===== src/rtl/path_pkg.sv =====
`default_nettype none
// ============================================================================
//  Module   : path_pkg
//  Purpose  : Shared constants and state encoding for the path sequencer.
//  Revision : 1.0 - initial release
// ============================================================================
package path_pkg;

    localparam int          NODE_W    = 5;
    localparam int          MAX_NODES = 8;
    localparam logic [31:0] END_MARK  = 32'hFFFF_FFFF;

    // CPU-side capture register addresses (low and high halves of the path)
    localparam logic [31:0] PATH_ADDR_LO = 32'h0200_0008;
    localparam logic [31:0] PATH_ADDR_HI = 32'h0200_000C;

    localparam int STATE_W = 3;

    typedef enum logic [STATE_W-1:0] {
        S_IDLE   = 3'd0,
        S_LOAD   = 3'd1,
        S_CHECK  = 3'd2,
        S_EMIT   = 3'd3,
        S_TRAVEL = 3'd4,
        S_DONE   = 3'd5
    } state_t;

endpackage
`default_nettype wire


===== src/rtl/path_sequencer_if.sv =====
`default_nettype none
// ============================================================================
//  Module   : path_sequencer_if
//  Purpose  : Hop offer / arrival handshake between the path sequencer
//             (master) and the navigation controller (slave).
//  Revision : 1.0 - initial release
// ============================================================================
interface path_sequencer_if #(
    parameter int NODE_W = path_pkg::NODE_W
);
    logic              hop_valid;
    logic [NODE_W-1:0] hop_from;
    logic [NODE_W-1:0] hop_to;
    logic [2:0]        hop_idx;
    logic              hop_ready;
    logic              arrived;

    modport master (
        output hop_valid, hop_from, hop_to, hop_idx,
        input  hop_ready, arrived
    );

    modport slave (
        input  hop_valid, hop_from, hop_to, hop_idx,
        output hop_ready, arrived
    );
endinterface
`default_nettype wire


===== src/rtl/path_checker.sv =====
`default_nettype none
// ============================================================================
//  Module   : path_checker
//  Purpose  : Combinational path validation. Finds the first terminator
//             (length) and flags a path as valid when it has at least two
//             nodes and every node word before the terminator fits in NODE_W.
//  Revision : 1.0 - initial release
// ============================================================================
module path_checker #(
    parameter int          NODE_W    = path_pkg::NODE_W,
    parameter int          MAX_NODES = path_pkg::MAX_NODES,
    parameter logic [31:0] END_MARK  = path_pkg::END_MARK
) (
    input  wire [MAX_NODES-1:0][31:0] words,
    output logic [3:0]                len,
    output logic                      valid
);
    wire [MAX_NODES-1:0] is_end;
    wire [MAX_NODES-1:0] bad_upper;

    generate
        for (genvar i = 0; i < MAX_NODES; i++) begin : g_slot
            assign is_end[i]    = (words[i] == END_MARK);
            assign bad_upper[i] = |words[i][31:NODE_W];
        end
    endgenerate

    // Length is the lowest terminator index; then only slots below it are checked
    always_comb begin
        len = 4'(MAX_NODES);
        for (int i = MAX_NODES - 1; i >= 0; i--) begin
            if (is_end[i]) begin
                len = 4'(i);
            end
        end
        valid = (len >= 4'd2);
        for (int i = 0; i < MAX_NODES; i++) begin
            if ((4'(i) < len) && bad_upper[i]) begin
                valid = 1'b0;
            end
        end
    end
endmodule
`default_nettype wire


===== src/rtl/path_sequencer.sv =====
`default_nettype none
// ============================================================================
//  Module   : path_sequencer
//  Purpose  : Snapshots a captured path on the rising edge of path_found and
//             walks it hop by hop, offering each hop over a valid/ready
//             handshake and waiting for arrival before offering the next.
//  Revision : 1.0 - initial release
// ============================================================================
module path_sequencer #(
    parameter int          NODE_W    = path_pkg::NODE_W,
    parameter int          MAX_NODES = path_pkg::MAX_NODES,
    parameter logic [31:0] END_MARK  = path_pkg::END_MARK
) (
    input  wire                     clk,
    input  wire                     reset,
    input  wire [31:0]              path0,
    input  wire [31:0]              path1,
    input  wire [31:0]              path2,
    input  wire [31:0]              path3,
    input  wire [31:0]              path4,
    input  wire [31:0]              path5,
    input  wire [31:0]              path6,
    input  wire [31:0]              path7,
    input  wire                     path_found,
    input  wire                     abort,
    path_sequencer_if.master        hop_if,
    output logic                    busy,
    output logic                    done,
    output logic                    err,
    output logic                    overrun
);
    import path_pkg::*;

    state_t                      state_q, state_d;
    logic                        pf_q;
    logic [MAX_NODES-1:0][31:0]  path_buf_q, path_buf_d;
    logic [3:0]                  len_q, len_d;
    logic [2:0]                  hop_idx_q, hop_idx_d;
    logic                        hop_valid_q, hop_valid_d;
    logic [NODE_W-1:0]           hop_from_q, hop_from_d;
    logic [NODE_W-1:0]           hop_to_q, hop_to_d;
    logic                        busy_q, busy_d;
    logic                        done_q, done_d;
    logic                        err_q, err_d;
    logic                        overrun_q, overrun_d;

    logic                        rise;
    logic [2:0]                  hop_nxt;
    logic [3:0]                  chk_len;
    logic                        chk_valid;
    wire  [MAX_NODES-1:0][31:0]  path_in;

    assign path_in = {path7, path6, path5, path4, path3, path2, path1, path0};

    path_checker #(
        .NODE_W    (NODE_W),
        .MAX_NODES (MAX_NODES),
        .END_MARK  (END_MARK)
    ) u_checker (
        .words (path_buf_q),
        .len   (chk_len),
        .valid (chk_valid)
    );

    // State register, snapshot buffer and registered outputs
    always_ff @(posedge clk or negedge reset) begin
        if (!reset) begin
            state_q     <= S_IDLE;
            pf_q        <= 1'b0;
            path_buf_q  <= {MAX_NODES{END_MARK}};
            len_q       <= 4'd0;
            hop_idx_q   <= 3'd0;
            hop_valid_q <= 1'b0;
            hop_from_q  <= '0;
            hop_to_q    <= '0;
            busy_q      <= 1'b0;
            done_q      <= 1'b0;
            err_q       <= 1'b0;
            overrun_q   <= 1'b0;
        end else begin
            state_q     <= state_d;
            pf_q        <= path_found;
            path_buf_q  <= path_buf_d;
            len_q       <= len_d;
            hop_idx_q   <= hop_idx_d;
            hop_valid_q <= hop_valid_d;
            hop_from_q  <= hop_from_d;
            hop_to_q    <= hop_to_d;
            busy_q      <= busy_d;
            done_q      <= done_d;
            err_q       <= err_d;
            overrun_q   <= overrun_d;
        end
    end

    // Next-state logic; outputs are derived from the next state so they are registered
    always_comb begin
        state_d    = state_q;
        path_buf_d = path_buf_q;
        len_d      = len_q;
        hop_idx_d  = hop_idx_q;
        overrun_d  = overrun_q;
        err_d      = 1'b0;
        rise       = path_found & ~pf_q;

        case (state_q)
            S_IDLE: begin
                if (rise) begin
                    state_d = S_LOAD;
                end
            end
            S_LOAD: begin
                path_buf_d = path_in;
                state_d    = S_CHECK;
            end
            S_CHECK: begin
                if (chk_valid) begin
                    len_d     = chk_len;
                    hop_idx_d = 3'd0;
                    overrun_d = 1'b0;
                    state_d   = S_EMIT;
                end else begin
                    err_d   = 1'b1;
                    state_d = S_IDLE;
                end
            end
            S_EMIT: begin
                // hop_valid is always high while in EMIT
                if (hop_if.hop_ready) begin
                    state_d = S_TRAVEL;
                end
            end
            S_TRAVEL: begin
                if (hop_if.arrived) begin
                    if ({1'b0, hop_idx_q} == (len_q - 4'd2)) begin
                        state_d = S_DONE;
                    end else begin
                        hop_idx_d = hop_idx_q + 3'd1;
                        state_d   = S_EMIT;
                    end
                end
            end
            S_DONE: begin
                state_d = S_IDLE;
            end
            default: begin
                state_d = S_IDLE;
            end
        endcase

        // Abort dominates every other event outside IDLE and discards the snapshot result
        if (abort && (state_q != S_IDLE)) begin
            state_d   = S_IDLE;
            len_d     = len_q;
            hop_idx_d = hop_idx_q;
            overrun_d = overrun_q;
            err_d     = 1'b0;
        end

        // A new path arriving while busy is dropped but remembered
        if (rise && (state_q != S_IDLE)) begin
            overrun_d = 1'b1;
        end

        hop_nxt     = hop_idx_d + 3'd1;
        hop_valid_d = (state_d == S_EMIT);
        busy_d      = (state_d != S_IDLE);
        done_d      = (state_d == S_DONE);
        hop_from_d  = hop_from_q;
        hop_to_d    = hop_to_q;
        if (state_d == S_EMIT) begin
            hop_from_d = path_buf_d[hop_idx_d][NODE_W-1:0];
            hop_to_d   = path_buf_d[hop_nxt][NODE_W-1:0];
        end
    end

    assign hop_if.hop_valid = hop_valid_q;
    assign hop_if.hop_from  = hop_from_q;
    assign hop_if.hop_to    = hop_to_q;
    assign hop_if.hop_idx   = hop_idx_q;
    assign busy             = busy_q;
    assign done             = done_q;
    assign err              = err_q;
    assign overrun          = overrun_q;

endmodule
`default_nettype wire

===== src/flat_wrapper.sv =====
// flat-port wrapper written by rule: the top's interface ports become plain ports
module path_sequencer_flat import path_pkg::*;
#(
    parameter int          NODE_W    = path_pkg::NODE_W,
    parameter int          MAX_NODES = path_pkg::MAX_NODES,
    parameter logic [31:0] END_MARK  = path_pkg::END_MARK
)
  (clk, reset, path0, path1, path2, path3, path4, path5, path6, path7, path_found, abort, busy, done, err, overrun, hop_if_hop_valid, hop_if_hop_from, hop_if_hop_to, hop_if_hop_idx, hop_if_hop_ready, hop_if_arrived);
  path_sequencer_if #(.NODE_W(NODE_W)) hop_if_i ();
  input  wire clk;
  input  wire reset;
  input  wire [31:0] path0;
  input  wire [31:0] path1;
  input  wire [31:0] path2;
  input  wire [31:0] path3;
  input  wire [31:0] path4;
  input  wire [31:0] path5;
  input  wire [31:0] path6;
  input  wire [31:0] path7;
  input  wire path_found;
  input  wire abort;
  output logic busy;
  output logic done;
  output logic err;
  output logic overrun;
  output wire logic [$bits(hop_if_i.hop_valid)-1:0] hop_if_hop_valid;
  output wire logic [$bits(hop_if_i.hop_from)-1:0] hop_if_hop_from;
  output wire logic [$bits(hop_if_i.hop_to)-1:0] hop_if_hop_to;
  output wire logic [$bits(hop_if_i.hop_idx)-1:0] hop_if_hop_idx;
  input wire logic [$bits(hop_if_i.hop_ready)-1:0] hop_if_hop_ready;
  input wire logic [$bits(hop_if_i.arrived)-1:0] hop_if_arrived;
  assign hop_if_hop_valid = hop_if_i.hop_valid;
  assign hop_if_hop_from = hop_if_i.hop_from;
  assign hop_if_hop_to = hop_if_i.hop_to;
  assign hop_if_hop_idx = hop_if_i.hop_idx;
  assign hop_if_i.hop_ready = hop_if_hop_ready;
  assign hop_if_i.arrived = hop_if_arrived;
  path_sequencer #(.NODE_W(NODE_W), .MAX_NODES(MAX_NODES), .END_MARK(END_MARK)) u_core (.clk(clk), .reset(reset), .path0(path0), .path1(path1), .path2(path2), .path3(path3), .path4(path4), .path5(path5), .path6(path6), .path7(path7), .path_found(path_found), .abort(abort), .hop_if(hop_if_i), .busy(busy), .done(done), .err(err), .overrun(overrun));
endmodule

===== config.mk =====
export PLATFORM = sky130hd
export DESIGN_NAME = path_sequencer_flat
export DESIGN_NICKNAME = d
export VERILOG_FILES = /design/src/rtl/path_pkg.sv /design/src/rtl/path_sequencer_if.sv /design/src/rtl/path_checker.sv /design/src/rtl/path_sequencer.sv /design/src/flat_wrapper.sv
export SDC_FILE = /design/constraint.sdc
export NUM_CORES = 1
export LEC_CHECK = 0
export ABC_AREA = 1
export CAP_MARGIN = 5
export CORE_MARGIN = 2
export CORE_UTILIZATION = 52
export CTS_BUF_LIST = sky130_fd_sc_hd__clkbuf_16
export DETAILED_ROUTE_END_ITERATION = 16
export PLACE_DENSITY = 0.81
export SYNTH_ARGS = -nofsm -noshare
export SYNTH_HDL_FRONTEND = slang
export SYNTH_SLANG_ARGS = --single-unit

===== constraint.sdc =====
create_clock -name clk -period 3.2 [get_ports clk]
set_input_delay 0.8 -clock clk [delete_from_list [all_inputs] [get_ports clk]]
set_output_delay 0.8 -clock clk [all_outputs]
set_load 0.02 [all_outputs]

==> impl_results.md, run 1 <==
* Fin cells at between 2000 and 2500
* Tot GR Track Use at a little over a quarter
* RR Endpoint: u_core.hop_if.hop_to[4]
* Worst Path Required at between 3 and 4 ns
* Placed inst area at around 0.017 mm²
* R2R Setup Slk at approximately 0.12 ns
* Cells after Synth at between 1500 and 2000
* CTS Buffer Depth at 3
* WL/cell at 17.7 µm
* WS Path Type: reg2reg
* FP Rows at 60
* Sw frac at ~34%
* Crit start category: flop
* Area leader, netlist: dfstp_2
* Root cell of the clock tree: clkbuf_16
* Period utilisation layout at 96.3%
* Total gr overflow at 0
* Synth Area per Inst at 9.15 µm²
* RSZ-0062 raised after global routing: yes
* Synthesized cell area at about 0.014 mm²
* Final Max Tran Viols at 0
* Die area at between 0.02 and 0.03 mm²
* Clock Pin Slew Worst Setup and Hold Paths at ~0.060 ns
* Placed Cells at 2125
* CTS Buf Count at 34
* Die Ht at 168 µm
* Status: completed
* Cell variety after synth at 34
* Top-area cell type share of the netlist area at between 40 and 50%
* Final min period at roughly 3.1 ns
* Clock share of power at between 20% and 30%
* Sink Count at roughly 280
* Layout cell share with drive strength beyond 1 at between 20 and 30%
* Total leakage power at between 7 and 8 nW
* WP data arrival at between 3 and 4 ns
* DRT Pass-1 Iters at 6
* Hold_sp: u_core.pf_q
* Final hold viol count at 0
* Worst clock skew at around 0.013 ns
* Total Routed Length at a little under 40000 µm
* Rel. slew slack at 51.8%
* Vias at approximately 12000
* Residual DRC count at 0
* Dominant synthesized flop cell: dfstp_2
* Routability cong. at approximately 0.90
* Endpoints failing setup at 0
* Max Cap Viol at 0
* Endpoint, Worst Hold: u_core.overrun
* Die W at between 150 and 200 µm
* TritonCTS clock tree: yes
* Worst-margin pin slew at approximately 0.72 ns
* Critical Path Fanout Max at 5
* First-pass GRT wire length at roughly 61000 µm
* Syn. warnings at 0
* Syn Nets at ~1800
* CTS H-tree depth at 2
* Worst reg2reg path depth at 22
* #FFs+latches synth at 282
* EDFF count, synth at 0
* Register area share after synthesis at a little over half
* Hold/Removal Path Class: reg2reg
* Setup crit end kind: flop
* Pwr/cell area at just over 900 mW/mm²
* Pint at approximately 11 mW
* Antenna violations before repair at 1
* Fin area at between 0.015 and 0.02 mm²
* Vias in the first global route at around 12000
* Final net count at ~2100
* Asr flop ratio synth at 100%
* Largest net degree at the start of global routing at 112
* Dpl hpwl at around 29000 µm
* Clock latency on the worst-skew pair at ~0.51 ns
* Core Region at 0.0267 mm²
* Hold path cells at 1
* Area delta synth->final at 31.9%
* Comb pwr share at 32.7%
* Drt via density at between 5 and 6
* Synth area leaders: dfstp_2 48%, mux2_2 12%, nand2_1 6.6%, nand3_1 5.8%, dfrtp_1 4.6%
* ANT nets after route at 0
* PortBufs at between 200 and 300
* DR iter-0 viols at between 900 and 1000
* Max VDD drop at 0.531 mV
* IO Pins at between 200 and 300
* Initial core utilization at 52.5%
* Seq pwr share at 46.3%
* Max Freq at between 300 and 400 MHz
* Psw at just under 6 mW
-- metrics by stage --
| stage | hold WS [ns] | power [mW] | worst slack (ns) | TNS, ns | util [%] |
|---|---|---|---|---|---|
| finish | 0.475 | 16.8 | 0.118 | 0 | 69.3 |
| global route | 0.506 | 17.9 | -0.0693 | -0.408 | 69.2 |
| CTS | 0.477 | 16.8 | 0.0345 | 0 | 68.7 |
| detailed placement | 0.470 | 13.1 | -0.0760 | -0.318 | 64.8 |
| global placement | 0.450 | 12.9 | -0.0210 | -0.0957 | 64.8 |
| floorplan | 0.435 | 11.3 | 0.294 | 0 | - |
-- worst max path at each step --
| stage | endpoint | slack, ns | cells past startpoint |
|---|---|---|---|
| floorplan | u_core.hop_if.hop_to[0] | 0.29 | 24 |
| global placement | u_core.hop_if.hop_to[3] | -0.02 | 22 |
| detailed placement | u_core.hop_if.hop_to[3] | -0.08 | 22 |
| CTS | u_core.hop_if.hop_to[1] | 0.03 | 24 |
| global route | u_core.hop_if.hop_to[2] | -0.07 | 24 |
| finish | u_core.hop_if.hop_to[4] | 0.12 | 22 |
-- worst max-delay path, stage by stage, from the launching register on --
cell and delay [ns]:
dfstp_2 0.54, nand2_1 0.09, nor4_1 0.49, nand3_1 0.13
nand2_1 0.09, nand2_1 0.05, nand2_1 0.08, nand2_2 0.08
nand3_1 0.08, nand2_1 0.06, nand2_1 0.10, nand3_4 0.10
nand2_4 0.09, nand4_4 0.08, nand2_2 0.11, inv_2 0.05
ha_4 0.27, inv_2 0.04, buf_4 0.15, nand3_1 0.08
nand3_1 0.07, nand3_1 0.08, nand2_1 0.05
-- logic make-up after synthesis --
group / synth area share (%)
adder cells (fa/ha/maj): 0.268
buffers and inverters: 6.83
XOR/XNOR: 0.188
multiplexers: 12.2
AND/OR/NAND/NOR: 23.6
flip-flops: 52.7
AO/OA/AOI/OAI: 4.19
-- synthesized netlist by cell type (all sizes together) (24+ instances only) --
| cell | n |
|---|---|
| nand3 | 164 |
| dfstp | 256 |
| mux2 | 151 |
| dfrtp | 26 |
| clkbuf | 45 |
| nor4 | 24 |
| o21ai | 45 |
| nand2 | 255 |
| inv | 187 |
| nand4 | 48 |
| a21oi | 68 |
| nor3 | 64 |
| nor2 | 175 |
-- final cells by class --
class                      instances  area (µm²)
antenna                            2        5.00
multi-input combinational       1005        5770
timing repair buffer             312        3140
inverter                         189         717
fill                            2051        8190
clock inverter                    24         101
sequential                       282        7380
tap                              341         427
clock buffer                      37         926
-- cell usage in the layout (no fill, tap or decap), types with 26 or more instances in the layout --
cell type,synthesis,layout
dfstp_2,256,256
nor3_1,61,56
clkdlybuf4s50_1,0,278
clkbuf_16,0,37
nand3_1,161,159
dfrtp_1,26,26
nor2_1,171,168
inv_1,163,175
nand4_1,47,47
o21ai_0,45,43
a21oi_1,68,68
mux2_2,151,151
nand2_1,247,241
-- power by group through the flow --
stage	clock network [mW]	registers, mW	logic [mW]
CTS	3.60	7.76	5.41
finish	3.53	7.79	5.49
floorplan	0	7.46	3.82
detailed placement	0	7.78	5.35
global route	3.74	8.03	6.12
global placement	0	7.68	5.19
-- metal layers --
metal	vias up	share of wire (%)	global-route usage (%)
li1	5672	-	-
met1	5677	40	34.6
met2	524	48	45.3
met3	104	7.5	5.85
met4	0	4.4	11.9
met5	-	0	0
-- timing repair --
item / 4_1_cts / 5_1_grt
pin swaps: 0 / 16
endpoints found under the setup margin: 5 / 10
hold buffers: 0 / 0
resized for setup: 2 / 32
buffers inserted: 0 / 3
gates cloned: 0 / 1
No activity file was read; power rests on OpenSTA's default activity.
==> run 2, diff against run 1 <==
--- a/config.mk
+++ b/config.mk
@@ -10,6 +10,7 @@
 export CORE_MARGIN = 2
 export CORE_UTILIZATION = 52
 export CTS_BUF_LIST = sky130_fd_sc_hd__clkbuf_16
+export CTS_CLUSTER_SIZE = 12
 export DETAILED_ROUTE_END_ITERATION = 16
 export PLACE_DENSITY = 0.81
 export SYNTH_ARGS = -nofsm -noshare
==> results of run 2 <==
The final DEF is identical to that of run 1; final timing and power are the same.
